[src/rtl/resampler_pkg.sv]
// ---------------------------------------------------------------------------
// resampler_pkg : shared types and constants for the resampler controller
// Rev 1.0
// ---------------------------------------------------------------------------
`default_nettype none

package resampler_pkg;

   localparam int DEPTH  = 16;
   localparam int FRAC_W = 20;
   localparam int MU_W   = 16;

   localparam logic [FRAC_W+1:0] STEP_ONE = 22'h100000;

   // Tap offsets relative to base_ptr, as 4-bit modular addresses.
   localparam logic [3:0] TAP_M2 = 4'hE;
   localparam logic [3:0] TAP_M1 = 4'hF;
   localparam logic [3:0] TAP_Z  = 4'h0;
   localparam logic [3:0] TAP_P1 = 4'h1;

   typedef enum logic [1:0] {
      ST_IDLE  = 2'd0,
      ST_PRIME = 2'd1,
      ST_RUN   = 2'd2
   } state_e;

endpackage : resampler_pkg

`default_nettype wire

[src/rtl/resampler_phase_acc.sv]
// ---------------------------------------------------------------------------
// resampler_phase_acc : step register, fractional phase accumulator, k extract
// Rev 1.0
// ---------------------------------------------------------------------------
`default_nettype none

module resampler_phase_acc #(
   parameter int FRAC_W = 20,
   parameter int MU_W   = 16
) (
   input  logic              clk,
   input  logic              rst,
   input  logic              flush,
   input  logic              load,
   input  logic [FRAC_W+1:0] step_in,
   input  logic              advance,
   output logic [2:0]        k,
   output logic [MU_W-1:0]   mu
);
   import resampler_pkg::*;

   localparam logic [FRAC_W+1:0] STEP_RST = {2'b01, {FRAC_W{1'b0}}};

   logic [FRAC_W+1:0] step_q, step_d;
   logic [FRAC_W-1:0] frac_q, frac_d;
   logic [FRAC_W+2:0] sum;

   always_comb begin
      sum    = (FRAC_W+3)'(frac_q) + (FRAC_W+3)'(step_q);
      k      = sum[FRAC_W+2:FRAC_W];
      step_d = load ? step_in : step_q;
      frac_d = frac_q;
      if (flush) begin
         frac_d = '0;
      end else if (advance) begin
         frac_d = sum[FRAC_W-1:0];
      end
   end

   assign mu = frac_q[FRAC_W-1 -: MU_W];

   always_ff @(posedge clk) begin
      if (rst) begin
         step_q <= STEP_RST;
         frac_q <= '0;
      end else begin
         step_q <= step_d;
         frac_q <= frac_d;
      end
   end

endmodule : resampler_phase_acc

`default_nettype wire

[src/rtl/resampler_ctrl.sv]
// ---------------------------------------------------------------------------
// resampler_ctrl : sample-buffer and request controller for a 4-tap resampler
// Rev 1.0
// ---------------------------------------------------------------------------
`default_nettype none

module resampler_ctrl #(
   parameter int DEPTH  = 16,
   parameter int FRAC_W = 20,
   parameter int MU_W   = 16
) (
   input  logic              clk,
   input  logic              rst,
   input  logic              enable,
   input  logic [FRAC_W+1:0] step,
   input  logic              step_load,
   input  logic              in_valid,
   output logic              in_ready,
   input  logic              out_tick,
   output logic              out_req,
   input  logic              out_ack,
   output logic [3:0]        wr_ptr,
   output logic [3:0]        base_ptr,
   output logic [MU_W-1:0]   mu,
   output logic [4:0]        fill,
   output logic              overflow,
   output logic              underflow,
   input  logic              err_clr,
   output logic              cfg_err
);
   import resampler_pkg::*;

   localparam logic [3:0] BASE_RST = 4'd0 - TAP_M2;

   state_e     state_q, state_d;
   logic [3:0] wr_ptr_q, wr_ptr_d;
   logic [3:0] base_ptr_q, base_ptr_d;
   logic [4:0] fill_q, fill_d;
   logic       pending_q, pending_d;
   logic       overflow_q, overflow_d;
   logic       underflow_q, underflow_d;
   logic       cfg_err_q, cfg_err_d;

   logic       advance;
   logic       wr_en;
   logic       acc_load;
   logic [2:0] k;
   logic [2:0] k_eff;

   assign in_ready = (state_q != ST_IDLE) && (fill_q < 5'(DEPTH));
   assign out_req  = (state_q == ST_RUN) && pending_q && (fill_q >= 5'd4);
   assign advance  = out_req && out_ack;
   assign wr_en    = in_valid && in_ready;
   assign acc_load = (state_q == ST_IDLE) && step_load && (step != '0);
   assign k_eff    = advance ? k : 3'd0;

   resampler_phase_acc #(
      .FRAC_W (FRAC_W),
      .MU_W   (MU_W)
   ) u_phase_acc (
      .clk     (clk),
      .rst     (rst),
      .flush   (!enable),
      .load    (acc_load),
      .step_in (step),
      .advance (advance),
      .k       (k),
      .mu      (mu)
   );

   always_comb begin
      state_d     = state_q;
      wr_ptr_d    = wr_ptr_q + {3'b000, wr_en};
      base_ptr_d  = base_ptr_q + {1'b0, k_eff};
      fill_d      = fill_q + {4'b0000, wr_en} - {2'b00, k_eff};
      pending_d   = pending_q;
      cfg_err_d   = (state_q == ST_IDLE) && step_load && (step == '0);
      // A set in the same cycle as err_clr wins.
      overflow_d  = (overflow_q && !err_clr) ||
                    (in_valid && !in_ready && (state_q != ST_IDLE));
      underflow_d = (underflow_q && !err_clr) ||
                    ((state_q == ST_RUN) && out_tick && pending_q && !advance);

      if (advance) begin
         pending_d = 1'b0;
      end
      if ((state_q == ST_RUN) && out_tick) begin
         pending_d = 1'b1;
      end

      case (state_q)
         ST_IDLE:  state_d = ST_PRIME;
         ST_PRIME: if (fill_q >= 5'd4) state_d = ST_RUN;
         ST_RUN:   state_d = ST_RUN;
         default:  state_d = ST_IDLE;
      endcase

      if (!enable) begin
         state_d    = ST_IDLE;
         wr_ptr_d   = 4'd0;
         base_ptr_d = BASE_RST;
         fill_d     = 5'd0;
         pending_d  = 1'b0;
      end
   end

   always_ff @(posedge clk) begin
      if (rst) begin
         state_q     <= ST_IDLE;
         wr_ptr_q    <= 4'd0;
         base_ptr_q  <= BASE_RST;
         fill_q      <= 5'd0;
         pending_q   <= 1'b0;
         overflow_q  <= 1'b0;
         underflow_q <= 1'b0;
         cfg_err_q   <= 1'b0;
      end else begin
         state_q     <= state_d;
         wr_ptr_q    <= wr_ptr_d;
         base_ptr_q  <= base_ptr_d;
         fill_q      <= fill_d;
         pending_q   <= pending_d;
         overflow_q  <= overflow_d;
         underflow_q <= underflow_d;
         cfg_err_q   <= cfg_err_d;
      end
   end

   assign wr_ptr    = wr_ptr_q;
   assign base_ptr  = base_ptr_q;
   assign fill      = fill_q;
   assign overflow  = overflow_q;
   assign underflow = underflow_q;
   assign cfg_err   = cfg_err_q;

endmodule : resampler_ctrl

`default_nettype wire

[config.mk]
export PLATFORM = sky130hd
export DESIGN_NAME = resampler_ctrl
export DESIGN_NICKNAME = d
export VERILOG_FILES = /design/src/rtl/resampler_pkg.sv /design/src/rtl/resampler_phase_acc.sv /design/src/rtl/resampler_ctrl.sv
export SDC_FILE = /design/constraint.sdc
export NUM_CORES = 1
export LEC_CHECK = 0
export ABC_AREA = 1
export CAP_MARGIN = 5
export CORE_ASPECT_RATIO = 0.6
export CORE_MARGIN = 2
export CORE_UTILIZATION = 50
export CTS_CLUSTER_SIZE = 14
export DETAILED_ROUTE_END_ITERATION = 6
export GPL_ROUTABILITY_DRIVEN = 0
export PLACE_DENSITY = 0.79
export SETUP_SLACK_MARGIN = 0.5
export SLEW_MARGIN = 20
export SYNTH_ARGS = -nofsm -noshare
export SYNTH_HDL_FRONTEND = slang
export SYNTH_SLANG_ARGS = --single-unit
[constraint.sdc]
create_clock -name clk -period 3.5 [get_ports clk]
set_input_delay 0.7 -clock clk [delete_from_list [all_inputs] [get_ports clk]]
set_output_delay 0.7 -clock clk [all_outputs]
set_load 0.1 [all_outputs]
Yosys cells after proc, flatten, opt, wreduce, memory -nomap -nowiden
Index checks and enable logic that the tools add are counted.
{"block": "op_classes", "addsub": 5, "multipliers": 0, "div": 0, "n_lt_le_gt_ge": 2, "eq_ne": 3, "n_shift": 0, "mux": 5, "bitwise_logic": 1, "reduce_logical": 26}
{"cell": "$add 20x22->23", "n": 1}
{"cell": "$logic_not 22->1", "n": 1}
{"cell": "$reduce_bool 22->1", "n": 1}
{"cell": "$logic_and 1x1->1", "n": 15}
{"cell": "$pmux 2 s3", "n": 1}
{"cell": "$add 5x1->5", "n": 1}
{"cell": "$ge 5x3->1 const B", "n": 1}
{"cell": "$lt 5x5->1 const B", "n": 1}
{"cell": "$sub 5x3->5", "n": 1}
{"cell": "$add 4x1->4", "n": 1}
{"cell": "$add 4x3->4", "n": 1}
{"cell": "$reduce_bool 2->1", "n": 2}
{"cell": "$logic_not 1->1", "n": 3}
{"cell": "$mux 3", "n": 1}
{"cell": "$eq 2x1->1 const B", "n": 1}
{"cell": "$eq 2x2->1 const B", "n": 1}
{"cell": "$logic_not 2->1", "n": 1}
{"cell": "$logic_or 1x1->1", "n": 2}
{"cell": "$mux 1", "n": 2}
{"cell": "$mux 2", "n": 1}
{"cell": "$ne 2x2->1 const B", "n": 1}
{"cell": "$reduce_or 2->1", "n": 1}
{"cell": "$not 1->1", "n": 1}
{"block": "totals", "ff_bits": 61, "latch_bits": 0, "ramBits": 0, "mem_bits_ro": 0, "inputBits": 30, "out_inout_bits": 34, "elab_cells": 52, "mem_count": 0}

Logic depth before layout (Yosys ltp)
{"block": "logic_depth", "word_depth": 7, "mapped_depth": 19, "mapped_depth_nobuf": 19}

By module
A second synthesis with hierarchy kept.
{"block": "hier_totals", "hier_cells": 638, "area_unflattened_um2": 4155.2}
{"mod": "resampler_phase_acc", "n_inst": 1, "cells_per_inst": 488, "area_each_um2": 3007.9, "seq_area_each_um2": 840.8}
{"mod": "resampler_ctrl", "n_inst": 1, "cells_per_inst": 150, "area_each_um2": 1147.4, "seq_area_each_um2": 380.4}

Least setup slack after synthesis
No wires, ideal clock.
{"block": "synth_path", "path_type": "register -> register", "from": "register fill_q[3] (netlist: fill[3])", "to": "register fill_q[4] (netlist: fill[4])", "arrival_time_ps": 4037, "slack_ps": -657, "stages_incl_launch_ff": 19, "n_path_buf": 1, "path_cell_list": "dfxtp_1 > inv_1 > ha_1 > nand2_1 > inv_2 > nor2_2 > nand2_1 > inv_2 > buf_4 > nand2_1 > nor2_1 > ha_1 > inv_1 > ha_1 > fa_1 > nand3_1 > nand2_1 > o21ai_0 > a21oi_1"}
{"block": "synth_via", "elab_chain_cells": 5, "elab_cells_between_ends": 9}
{"element": "from (decl)", "line_no": "resampler_ctrl.sv:38", "rtl": "logic [4:0] fill_q, fill_d;"}
{"element": "from (signal assigned)", "line_no": "resampler_ctrl.sv:121", "rtl": "fill_q <= fill_d;"}
{"element": "$ge 5x3->1", "line_no": "resampler_ctrl.sv:51", "rtl": "assign out_req = (state_q == ST_RUN) && pending_q && (fill_q >= 5'd4);"}
{"element": "$logic_and 1x1->1", "line_no": "resampler_ctrl.sv:51"}
{"element": "via out_req", "line_no": "resampler_ctrl.sv:20", "rtl": "output logic out_req,"}
{"element": "$logic_and 1x1->1", "line_no": "resampler_ctrl.sv:52", "rtl": "assign advance = out_req && out_ack;"}
{"element": "$mux 3", "line_no": "resampler_ctrl.sv:55", "rtl": "assign k_eff = advance ? k : 3'd0;"}
{"element": "$sub 5x3->5", "line_no": "resampler_ctrl.sv:75", "rtl": "fill_d = fill_q + {4'b0000, wr_en} - {2'b00, k_eff};"}
The timed path passes the listed nets, and every way through them passes these cells.
A chain may end at the register's enable or synchronous reset.

Worst setup path after layout
{"block": "layout_path", "from": "register u_phase_acc.frac_q[5]", "to": "register fill_q[4] (netlist: fill[4])"}
{"block": "layout_via", "elab_chain_cells": 3}
{"element": "from (decl)", "line_no": "resampler_phase_acc.sv:25", "rtl": "logic [FRAC_W-1:0] frac_q, frac_d;"}
{"element": "from (signal assigned)", "line_no": "resampler_phase_acc.sv:48", "rtl": "frac_q <= frac_d;"}
{"element": "$add 20x22->23", "line_no": "resampler_phase_acc.sv:29", "rtl": "sum = (FRAC_W+3)'(frac_q) + (FRAC_W+3)'(step_q);"}
{"element": "$mux 3", "line_no": "resampler_ctrl.sv:55"}
{"element": "$sub 5x3->5", "line_no": "resampler_ctrl.sv:75"}
Every way passes these cells.

==> summary.txt <==
Yosys
  • Synth Area in Adders: 12.3%
  • Number of synthesized flops with an enable pin: 0
  • Syn Nets: 667
  • Main combinational cell family by area after synthesis: simple AND/OR/NAND/NOR gates
  • Synth Area in XOR/XNOR: 2.54%
  • Post-Synth Simple-Gate Area: 30.1%
  • Syn Area/Cell: 6.91 µm²
  • Synth Cell Area: 4130 µm²
  • Post-synthesis compound-gate area fraction: 12.5%
  • Cell variety after synth: 32
  • Post-synthesis mux area share: 0%
  • Ys flop type: dfxtp_1
  • Gate Count Post-Synth: 598
  • Sequential share of the synthesized area: 29.5%
  • Fraction of registers with async set/reset: 0%
  • FF+latch count, synth: 61
  • Synthesis Warnings: 0

GRT
  • Largest net degree at the start of global routing: 31
  • GR Overflow Total: 0
  • First-pass GRT wire length: 17.2 mm
  • Initial antenna violation count: 0
  • Vias in the first global route: 3649
  • Tot GR Track Use: 25.0%

Worst setup path
  • Maximum fanout along the worst path: 4
  • Crit path DAT: 3.13 ns
  • RR Endpoint: fill[4]
  • Crit path launch type: flip-flop
  • Reg2reg setup slack: 0.60 ns
  • Worst Path Required: 3.72 ns
  • Crit. End Element: flip-flop
  • Worst reg2reg path depth: 18
  • RR Startpoint: u_phase_acc.frac_q[5]
  • CP Class: reg -> reg

Clocking
  • Clock-pin slew on the worst setup and hold paths: 0.05 ns
  • Root Driver: clkbuf_16
  • CTS sink count: 61
  • CTS tree: built
  • Clock tree buffer depth: 2
  • H-tree depth: 3
  • Clock buffer count from CTS: 9
  • Post-CTS Hold Fix Bufs: 0
  • Clock latency at the later pin of the worst-skew pair: 0.33 ns

Die
  • Die area: 9030 µm²
  • Core area: 7950 µm²
  • Initial core utilization: 52.0%
  • Die W: 121 µm
  • Cell Rows: 25
  • Die height: 74.4 µm
  • # IOs: 64

Timing
  • Slew Limit Headroom: 33.1%
  • Final setup vio count: 0
  • Setup TNS: 0 ns
  • Unrepaired setup endpoints after global routing: true
  • Period utilization: 83.0%
  • FMAX: 344 MHz
  • Final Hold Vio Count: 0
  • Final Max Slew Viols: 0
  • Min Tclk post-route: 2.90 ns
  • Clock Skew: 0.00696 ns
  • Slew @ Worst Pin: 1.00 ns

Finish
  • Post-route insts no fill: 762
  • Most common cell after layout, fill and taps aside: nand2_1
  • Nets: 718
  • ANT cells: 0
  • Share of cells above drive strength 1: 18.8%
  • Area grow syn2layout: 27.2%
  • Fin area: 5260 µm²
  • Final Core Density: 66.2%
  • Commonest non-fill, non-tap cells in the layout: nand2_1 (125), nor2_1 (77), inv_1 (72)

Route
  • DR iter-0 viols: 389
  • Drt via density: 5.28
  • Avg WL per Cell: 15.1 µm
  • Via count: 4020
  • Final ANT Viol Nets: 0
  • Final WL: 11.5 mm
  • TritonRoute pass-1 iters: 5
  • Post-route DRC: 0

Power and ir drop
  • P per Cell Area: 348 nW/µm²
  • Leak Pwr: 2.45 nW
  • Worst vdd ir: 0.329 mV

Min path
  • Worst Hold Class: reg -> reg
  • Hold endpoint: overflow
  • Hold Crit Depth: 2
  • Worst min-delay path startpoint: overflow

Place
  • Hpwl dp: 8.44 mm
  • Placed instance area: 4720 µm²
  • Port Buffers: 63
  • Cells after DPL: 742

Run
  • Max Cap Viol: 0

Outcome
  • Outcome: finished clean
==> power by group <==
group | total (mW) | leakage (nW) | switching, mW | internal, mW
Sequential | 0.751 | 0.502 | 0.0310 | 0.720
Clock | 0.846 | 0.139 | 0.308 | 0.538
Combinational | 0.234 | 1.81 | 0.135 | 0.0991
==> final cells by class <==
class | count | area [µm²]
clock buffer | 14 | 274
timing repair buffer | 69 | 653
fill | 680 | 2690
sequential | 61 | 1240
tap | 108 | 135
multi-input combinational | 423 | 2620
inverter | 85 | 319
clock inverter | 2 | 16.3
==> worst max-delay path by stage <==
| stage | start | end | cells after the start |
|---|---|---|---|
| 3_3_place_gp | out_ack | fill[3] | 11 |
| 5_1_grt | u_phase_acc.frac_q[0] | fill[4] | 16 |
| 3_5_place_dp | out_ack | fill[4] | 13 |
| 4_1_cts | u_phase_acc.step_q[9] | fill[4] | 17 |
| 2_1_floorplan | fill[4] | fill[1] | 16 |
| 6_report | u_phase_acc.frac_q[5] | fill[4] | 18 |
==> cell usage after synthesis, drive strengths merged (2+ instances only) <==
cell type | instances | area, µm²
inv | 85 | 319
clkbuf | 2 | 7.51
o21ai | 40 | 200
nand3 | 36 | 215
buf | 27 | 208
dfxtp | 61 | 1220
nor2 | 95 | 397
nand4 | 6 | 43.8
ha | 36 | 450
o21bai | 8 | 60.1
nor3 | 5 | 25.0
xnor2 | 3 | 26.3
a21oi | 30 | 169
fa | 3 | 60.1
o21a | 9 | 67.6
nand2 | 138 | 546
xor2 | 9 | 78.8
==> what timing repair did <==
item	4_1_cts	5_1_grt
buffers inserted	0	4
pin swaps	0	5
hold endpoints to repair	0	0
endpoints found under the setup margin	1	3
gates resized for setup	1	36
==> routing by layer <==
metal  track usage [%]  wire [µm]
met5                 0          0
met4              8.30        161
met3              9.13       1140
met2              37.6       4910
met1              33.5       5310
==> sequential cells by signal, indices dropped and copies added, names as in the netlist <==
register / cells
base_ptr: 4
cfg_err: 1
fill: 5
overflow: 1
pending_q: 1
state_q: 2
u_phase_acc.frac_q: 20
u_phase_acc.step_q: 22
underflow: 1
wr_ptr: 4
==> logic make-up (layout without fill, tap and decap cells) <==
family,count (synthesis),after routing
flops,61,61
xor+xnor,12,12
fa+ha+maj,39,39
simple gates,282,282
buf+inv,114,170
compound gates,90,90
==> per-stage QoR <==
step	hold WS, ns	total power, mW	worst slack [ns]
6_report	0.472	1.83	0.596
5_1_grt	0.491	1.89	0.470
4_1_cts	0.480	1.81	0.530
3_5_place_dp	0.461	0.966	0.494
3_3_place_gp	0.451	0.960	0.602
2_1_floorplan	0.448	0.893	0.445
==> worst max-delay path: stages (launching register included) <==
cell      delay [ns]
dfxtp_2         0.34
ha_2            0.38
a21oi_2         0.09
o21bai_1        0.19
nand2_1         0.09
nand2_1         0.10
nand2_1         0.08
nand3_2         0.12
nand2_1         0.06
nand2_1         0.08
nor2_2          0.05
ha_1            0.26
inv_1           0.04
ha_2            0.18
fa_2            0.38
nand3_2         0.10
nand2_2         0.07
o21ai_2         0.13
a21oi_1         0.06
Note: power is estimated with default switching activity, not from simulation.
